### src/rtl/mesh_noc_pkg.sv
// Shared definitions for the 2D-mesh NoC link components.
// Provides the default flit width, a flit typedef, the skid FIFO depth
// rule and a constant-friendly ceil-log2 helper used for pointer sizing.
package mesh_noc_pkg;

  localparam int LINK_WIDTHS_DEF = 8;

  typedef logic [LINK_WIDTHS_DEF-1:0] flit_t;

  // Room for STAGES flits in the forward pipe, STAGES flits sent while the
  // stop travels back, two cycles of reaction, plus two entries of slack.
  function automatic int skid_depth(input int stages);
    return 2 * stages + 4;
  endfunction

  // Smallest n with 2**n >= value (0 for value <= 1).
  function automatic int clog2(input int value);
    int result;
    result = 0;
    for (int i = 0; i < 31; i++) begin
      if ((1 << i) < value) result = i + 1;
    end
    return result;
  endfunction

endpackage

### src/rtl/link_skid_fifo.sv
// Receive-side skid FIFO for one link channel.
// Ports:
//   clk, rst   - rising-edge clock, asynchronous active-high reset
//   push       - write request; push_data is stored when accepted
//   pop        - read request; ignored while empty
//   pop_data   - head-of-queue entry (combinational read)
//   count      - occupancy 0..DEPTH
//   empty/full - occupancy flags
//   ovf        - sticky: a push was dropped because the FIFO was full
module link_skid_fifo
  import mesh_noc_pkg::*;
#(
  parameter int WIDTH = 8,
  parameter int DEPTH = 8,
  localparam int PW = clog2(DEPTH),
  localparam int CW = PW + 1
) (
  input  logic             clk,
  input  logic             rst,
  input  logic             push,
  input  logic [WIDTH-1:0] push_data,
  input  logic             pop,
  output logic [WIDTH-1:0] pop_data,
  output logic [CW-1:0]    count,
  output logic             empty,
  output logic             full,
  output logic             ovf
);

  logic [WIDTH-1:0] mem [DEPTH];
  logic [PW-1:0]    wr_ptr;
  logic [PW-1:0]    rd_ptr;
  logic             do_pop;
  logic             do_push;

  assign empty    = (count == '0);
  assign full     = (count == CW'(DEPTH));
  assign pop_data = mem[rd_ptr];
  assign do_pop   = pop && !empty;
  // A pop in the same cycle frees the slot, so push-at-full is fine then.
  assign do_push  = push && (!full || do_pop);

  // Pointers wrap at DEPTH, which need not be a power of two.
  always_ff @(posedge clk or posedge rst) begin
    if (rst) begin
      wr_ptr <= '0;
      rd_ptr <= '0;
      count  <= '0;
      ovf    <= 1'b0;
    end else begin
      if (do_push) wr_ptr <= (wr_ptr == PW'(DEPTH - 1)) ? '0 : wr_ptr + PW'(1);
      if (do_pop)  rd_ptr <= (rd_ptr == PW'(DEPTH - 1)) ? '0 : rd_ptr + PW'(1);
      case ({do_push, do_pop})
        2'b10:   count <= count + CW'(1);
        2'b01:   count <= count - CW'(1);
        default: count <= count;
      endcase
      if (push && !do_push) ovf <= 1'b1;
    end
  end

  // Storage carries no reset; validity is tracked by the pointers and count.
  always_ff @(posedge clk) begin
    if (do_push) mem[wr_ptr] <= push_data;
  end

endmodule

### src/rtl/mesh_link_pipe.sv
// Retimed inter-router link bundle: CHANNELS independent flit/wr_en/ON_OFF
// links, each with STAGES forward register slices, a receive-side skid FIFO,
// a drain/output register and a STAGES-deep stop path back to upstream.
// Ports:
//   clk, rst          - rising-edge clock, asynchronous active-high reset
//   up_in_flit_flat   - upstream flits, channel c at [c*LINK_WIDTHS +: LINK_WIDTHS]
//   up_in_wr_en       - upstream write strobes
//   up_out_full       - ON_OFF to upstream, 1 = stop sending
//   dn_out_flit_flat  - downstream flits, same packing
//   dn_out_wr_en      - downstream write strobes
//   dn_in_on_off      - downstream ON_OFF, 1 = do not write
//   ovf_sticky        - per-channel dropped-flit flag, cleared only by reset
module mesh_link_pipe
  import mesh_noc_pkg::*;
#(
  parameter int LINK_WIDTHS = LINK_WIDTHS_DEF,
  parameter int CHANNELS    = 1,
  parameter int STAGES      = 2
) (
  input  logic                            clk,
  input  logic                            rst,
  input  logic [LINK_WIDTHS*CHANNELS-1:0] up_in_flit_flat,
  input  logic [CHANNELS-1:0]             up_in_wr_en,
  output logic [CHANNELS-1:0]             up_out_full,
  output logic [LINK_WIDTHS*CHANNELS-1:0] dn_out_flit_flat,
  output logic [CHANNELS-1:0]             dn_out_wr_en,
  input  logic [CHANNELS-1:0]             dn_in_on_off,
  output logic [CHANNELS-1:0]             ovf_sticky
);

  localparam int SKID_DEPTH  = skid_depth(STAGES);
  localparam int CW          = clog2(SKID_DEPTH) + 1;
  localparam int STOP_MARGIN = 2 * STAGES + 2;

  for (genvar c = 0; c < CHANNELS; c++) begin : g_chan
    logic [STAGES-1:0]      stg_valid;
    logic [LINK_WIDTHS-1:0] stg_flit [STAGES];
    logic [LINK_WIDTHS-1:0] pop_data;
    logic [CW-1:0]          count;
    logic [CW-1:0]          count_next;
    logic                   empty;
    logic                   full;
    logic                   pop;
    logic                   accepted;
    logic                   out_valid;
    logic [LINK_WIDTHS-1:0] out_flit;
    logic [STAGES-1:0]      stop_pipe;

    // Flit bits only load with a valid strobe, so idle cycles cost no toggles.
    always_ff @(posedge clk or posedge rst) begin
      if (rst) begin
        stg_valid <= '0;
        for (int s = 0; s < STAGES; s++) stg_flit[s] <= '0;
      end else begin
        stg_valid[0] <= up_in_wr_en[c];
        if (up_in_wr_en[c]) stg_flit[0] <= up_in_flit_flat[c*LINK_WIDTHS +: LINK_WIDTHS];
        for (int s = 1; s < STAGES; s++) begin
          stg_valid[s] <= stg_valid[s-1];
          if (stg_valid[s-1]) stg_flit[s] <= stg_flit[s-1];
        end
      end
    end

    assign pop = !empty && !dn_in_on_off[c];

    link_skid_fifo #(
      .WIDTH (LINK_WIDTHS),
      .DEPTH (SKID_DEPTH)
    ) u_fifo (
      .clk       (clk),
      .rst       (rst),
      .push      (stg_valid[STAGES-1]),
      .push_data (stg_flit[STAGES-1]),
      .pop       (pop),
      .pop_data  (pop_data),
      .count     (count),
      .empty     (empty),
      .full      (full),
      .ovf       (ovf_sticky[c])
    );

    // Mirror of the FIFO's own accept rule, so the stop decision sees the
    // occupancy the FIFO will hold after this edge.
    assign accepted = stg_valid[STAGES-1] && (!full || pop);

    always_comb begin
      count_next = count;
      if (accepted && !pop)      count_next = count + CW'(1);
      else if (!accepted && pop) count_next = count - CW'(1);
    end

    // Output register: flit holds its last value when nothing is popped.
    always_ff @(posedge clk or posedge rst) begin
      if (rst) begin
        out_valid <= 1'b0;
        out_flit  <= '0;
      end else begin
        out_valid <= pop;
        if (pop) out_flit <= pop_data;
      end
    end

    // stop_pipe[0] is the registered stop; the rest retime it over the
    // backward wire so upstream sees occupancy STAGES cycles later.
    always_ff @(posedge clk or posedge rst) begin
      if (rst) begin
        stop_pipe <= '0;
      end else begin
        stop_pipe[0] <= (SKID_DEPTH - int'(count_next)) <= STOP_MARGIN;
        for (int s = 1; s < STAGES; s++) stop_pipe[s] <= stop_pipe[s-1];
      end
    end

    assign up_out_full[c]                                     = stop_pipe[STAGES-1];
    assign dn_out_wr_en[c]                                    = out_valid;
    assign dn_out_flit_flat[c*LINK_WIDTHS +: LINK_WIDTHS]     = out_flit;
  end

endmodule
### config.mk
export PLATFORM = sky130hd
export DESIGN_NAME = mesh_link_pipe
export DESIGN_NICKNAME = d
export VERILOG_FILES = /design/src/rtl/mesh_noc_pkg.sv /design/src/rtl/link_skid_fifo.sv /design/src/rtl/mesh_link_pipe.sv
export SDC_FILE = /design/constraint.sdc
export NUM_CORES = 1
export LEC_CHECK = 0
export ABC_CLOCK_PERIOD_IN_PS = 3640
export CORE_MARGIN = 1
export CORE_UTILIZATION = 25
export CTS_CLUSTER_DIAMETER = 60
export DETAILED_ROUTE_END_ITERATION = 10
export GPL_ROUTABILITY_DRIVEN = 0
export RECOVER_POWER = 50
export SLEW_MARGIN = 20
export SYNTH_ARGS = -nofsm -noshare
export SYNTH_HDL_FRONTEND = slang
export SYNTH_SLANG_ARGS = --single-unit
### constraint.sdc
create_clock -name clk -period 3.64 [get_ports clk]
set_input_delay 0.91 -clock clk [delete_from_list [all_inputs] [get_ports clk]]
set_output_delay 0.91 -clock clk [all_outputs]
set_load 0.02 [all_outputs]
==> results.toml <==
[synth]
synthTopCellsByCount = "edfxtp_1 (64), dfrtp_1 (40), mux2_2 (20)"
synthTopCellsByArea = "edfxtp_1 (44%), dfrtp_1 (23%), mux4_2 (8.2%)"
ys_ff_latch = 104
syn-cell-area_um2 = 4405
syn_inst = 270
synthesis.nets = 291
synth_largest_area_cell = "edfxtp_1"
yosysMostFrequentCell = "edfxtp_1"
async_reset_ff_share_pct = 38.46
synth_top_flop_cell = "edfxtp_1"
synth.distinct_cells = 43
syn-mean-instance-area_um2 = 16.32
yosys_warnings = 0
seq_area_frac_synth_pct = 66.34
synth-edff-count = 64
yosys.area.top_type_share_pct = 43.62

[global_routing]
grt_usage_pct = 9.219
antenna_found_initial = 0
grt_pass1_vias = 2366
grt_first_pass_wirelength_um = 12620
grt_max_degree = 41
grt_overflow_total = 0

[detailed_routing]
drt_pass1_iterations = 7
met1_length_um = 3546
viasPerCell = 4.288
met2_length_um = 3589
vias = 2251
dr.max_layer_used = "met4"
wl_met3_um = 241
drtAntennaViolNets = 0
drc = 2
drt_iter0_markers = 96
drt-wirelength-per-cell_um = 14.31
routed_wl_um = 7514

[setup_path]
start_kind = "primary input"
crit_type = "in -> reg"
end_kind = "flip-flop"
cp.required_ns = 3.90
arrival_ns = 3.26
cp_max_fo = 11

[outcome]
status = "finished with violations"
violations = "DRC, capacitance limit, slew limit"

[clock_tree]
cts_resized = 0
cts_setup_buffers = 0
clock_latency_ns = 0.34
clk_pin_slew_worst_paths_ns = 0.07
cts_hold_buf = 0
htree_num_levels = 3
numCtsBuffers = 9
root_buffer = "clkbuf_16"
numClockSinks = 104
cts_buffer_depth = 2
cts_tree = "built"

[place]
dp_hpwl_um = 4996
io_buffer_count = 22

[sta]
tightest_slew_ns = 1.603
hold_viol = 0
relSlewSlack_pct = -6.990
finClkSkew_ns = 0.009211
fin_setup_tns_ns = 0
maxClockFrequency_mhz = 333.2
slew_violations = 41
rsz0062_at_grt = "false"
min_period_ns = 3.001
finalSetupViolCount = 0
post-route-period-util_pct = 82.45

[die]
num_rows = 48
core-area_um2 = 17240
die_h_um = 134.7
initial_core_util_pct = 25.56
die_area_um2 = 18160
io_pins = 23
dieWidth_um = 134.7

[power]
power.density_nw_per_um2 = 783.7
cellLeakagePower_nw = 1.868
ir_drop_uv = 234.1

[worst_hold_path]
hp-class = "reg -> reg"

[final_layout]
antenna_cells = 0
areaGrowthSynthToFinish_pct = 18.18
layout.nets = 316
drive_gt1_share_pct = 23.00
final_util_pct = 30.20

[job]
max-cap-violations = 1
-- flip-flops by register name, summed over array words and instances (netlist names) --
register,flops
dn_out_wr_en,1
g_chan.stg_flit,16
g_chan.u_fifo.ovf,1
g_chan.u_fifo.mem,64
g_chan.u_fifo.rd_ptr,3
g_chan.u_fifo.wr_ptr,3
g_chan.stop_pipe,2
g_chan.u_fifo.count,4
g_chan.stg_valid,2
dn_out_flit_flat,8
-- critical path, stage by stage --
cell and delay (ns):
dlygate4sd3_1 0.55, buf_4 0.18, nor3_2 0.32, a21oi_1 0.08, nor2_1 0.17, a311oi_1 0.08
ha_1 0.33, nor3b_1 0.14, o311a_1 0.30, a211oi_2 0.19
-- area by class of cell --
cell class / count / area (um^2)
repair buffers: 31 / 287.8
inverters: 5 / 18.77
clock buffers: 12 / 266.5
flip-flops and latches: 104 / 2923
well taps: 225 / 281.5
fillers: 1652 / 12030
clock inverters: 4 / 57.56
multi-input cells: 144 / 1371
-- metal layers --
metal	global-route usage (%)	up-vias
li1	-	1086
met1	12.02	1122
met2	14.43	31
met3	2.215	12
met4	4.370	0
met5	0	-
-- worst paths after layout --
| check | depth (start not counted) | startpoint | slack, ns | to |
|---|---|---|---|---|
| max | 10 | dn_in_on_off | 0.64 | g_chan[0].stop_pipe[0]$_DFF_PP0_ |
| min | 0 | g_chan[0].stop_pipe[0]$_DFF_PP0_ | 0.36 | g_chan[0].stop_pipe[1]$_DFF_PP0_ |
| max reg2reg | 11 | g_chan[0].u_fifo.count[0]$_DFFE_PP0P_ | 0.73 | g_chan[0].stop_pipe[0]$_DFF_PP0_ |
| min reg2reg | 0 | g_chan[0].stop_pipe[0]$_DFF_PP0_ | 0.36 | g_chan[0].stop_pipe[1]$_DFF_PP0_ |
| max in group asynchronous | 2 | rst | 1.20 | g_chan[0].u_fifo.rd_ptr[0]$_DFFE_PP0P_ |
| min in group asynchronous | 2 | rst | 1.51 | g_chan[0].stg_flit[2]$_DFFE_PP0P_ |
-- placed cells by master, fill, tap and decap left out, types with 4 or more instances in the layout --
master | Yosys | routed
mux2i_1 | 9 | 9
clkdlybuf4s50_1 | 0 | 19
nor2_1 | 19 | 19
ha_1 | 9 | 9
buf_4 | 3 | 9
a21oi_1 | 13 | 13
inv_1 | 5 | 5
o21ai_0 | 4 | 4
nand2b_1 | 4 | 4
mux4_2 | 16 | 16
nor3_1 | 7 | 7
clkbuf_16 | 0 | 9
dfrtp_1 | 40 | 40
nand2_1 | 6 | 6
mux2_2 | 20 | 20
edfxtp_1 | 64 | 64
-- where the power goes --
part           total [W]  leakage, nW  internal [W]  switching (W)
Sequential       0.00179         1.04       0.00153       0.000255
Clock            0.00103        0.157      0.000597       0.000429
Combinational    0.00127        0.667      0.000668       0.000598
-- logic make-up (layout without fill, tap and decap cells) --
family,Yosys count,count (layout),share of synthesized area (%)
mux,45,45,15.34
buf+inv,22,52,2.528
compound gates,32,32,5.709
xor+xnor,5,5,0.9942
flops,104,104,66.34
simple gates,53,53,6.532
fa+ha+maj,9,9,2.556
-- stage by stage --
| stage | worst slack, ns | power, W | std cells | area [um^2] | hold WS, ns |
|---|---|---|---|---|---|
| after detailed placement | 0.4413 | 0.003103 | 509 | 4882 | 0.3471 |
| after CTS | 0.7368 | 0.004135 | 525 | 5206 | 0.3627 |
| final | 0.6388 | 0.004080 | 525 | 5206 | 0.3614 |
| after global placement | 0.5362 | 0.003048 | 509 | 4882 | 0.3506 |
| after global routing | 0.5145 | 0.004328 | 525 | 5206 | 0.3778 |
| after floorplan | 0.9804 | 0.002730 | 270 | 4405 | 0.3312 |
Power figures use the tool's default switching activity.
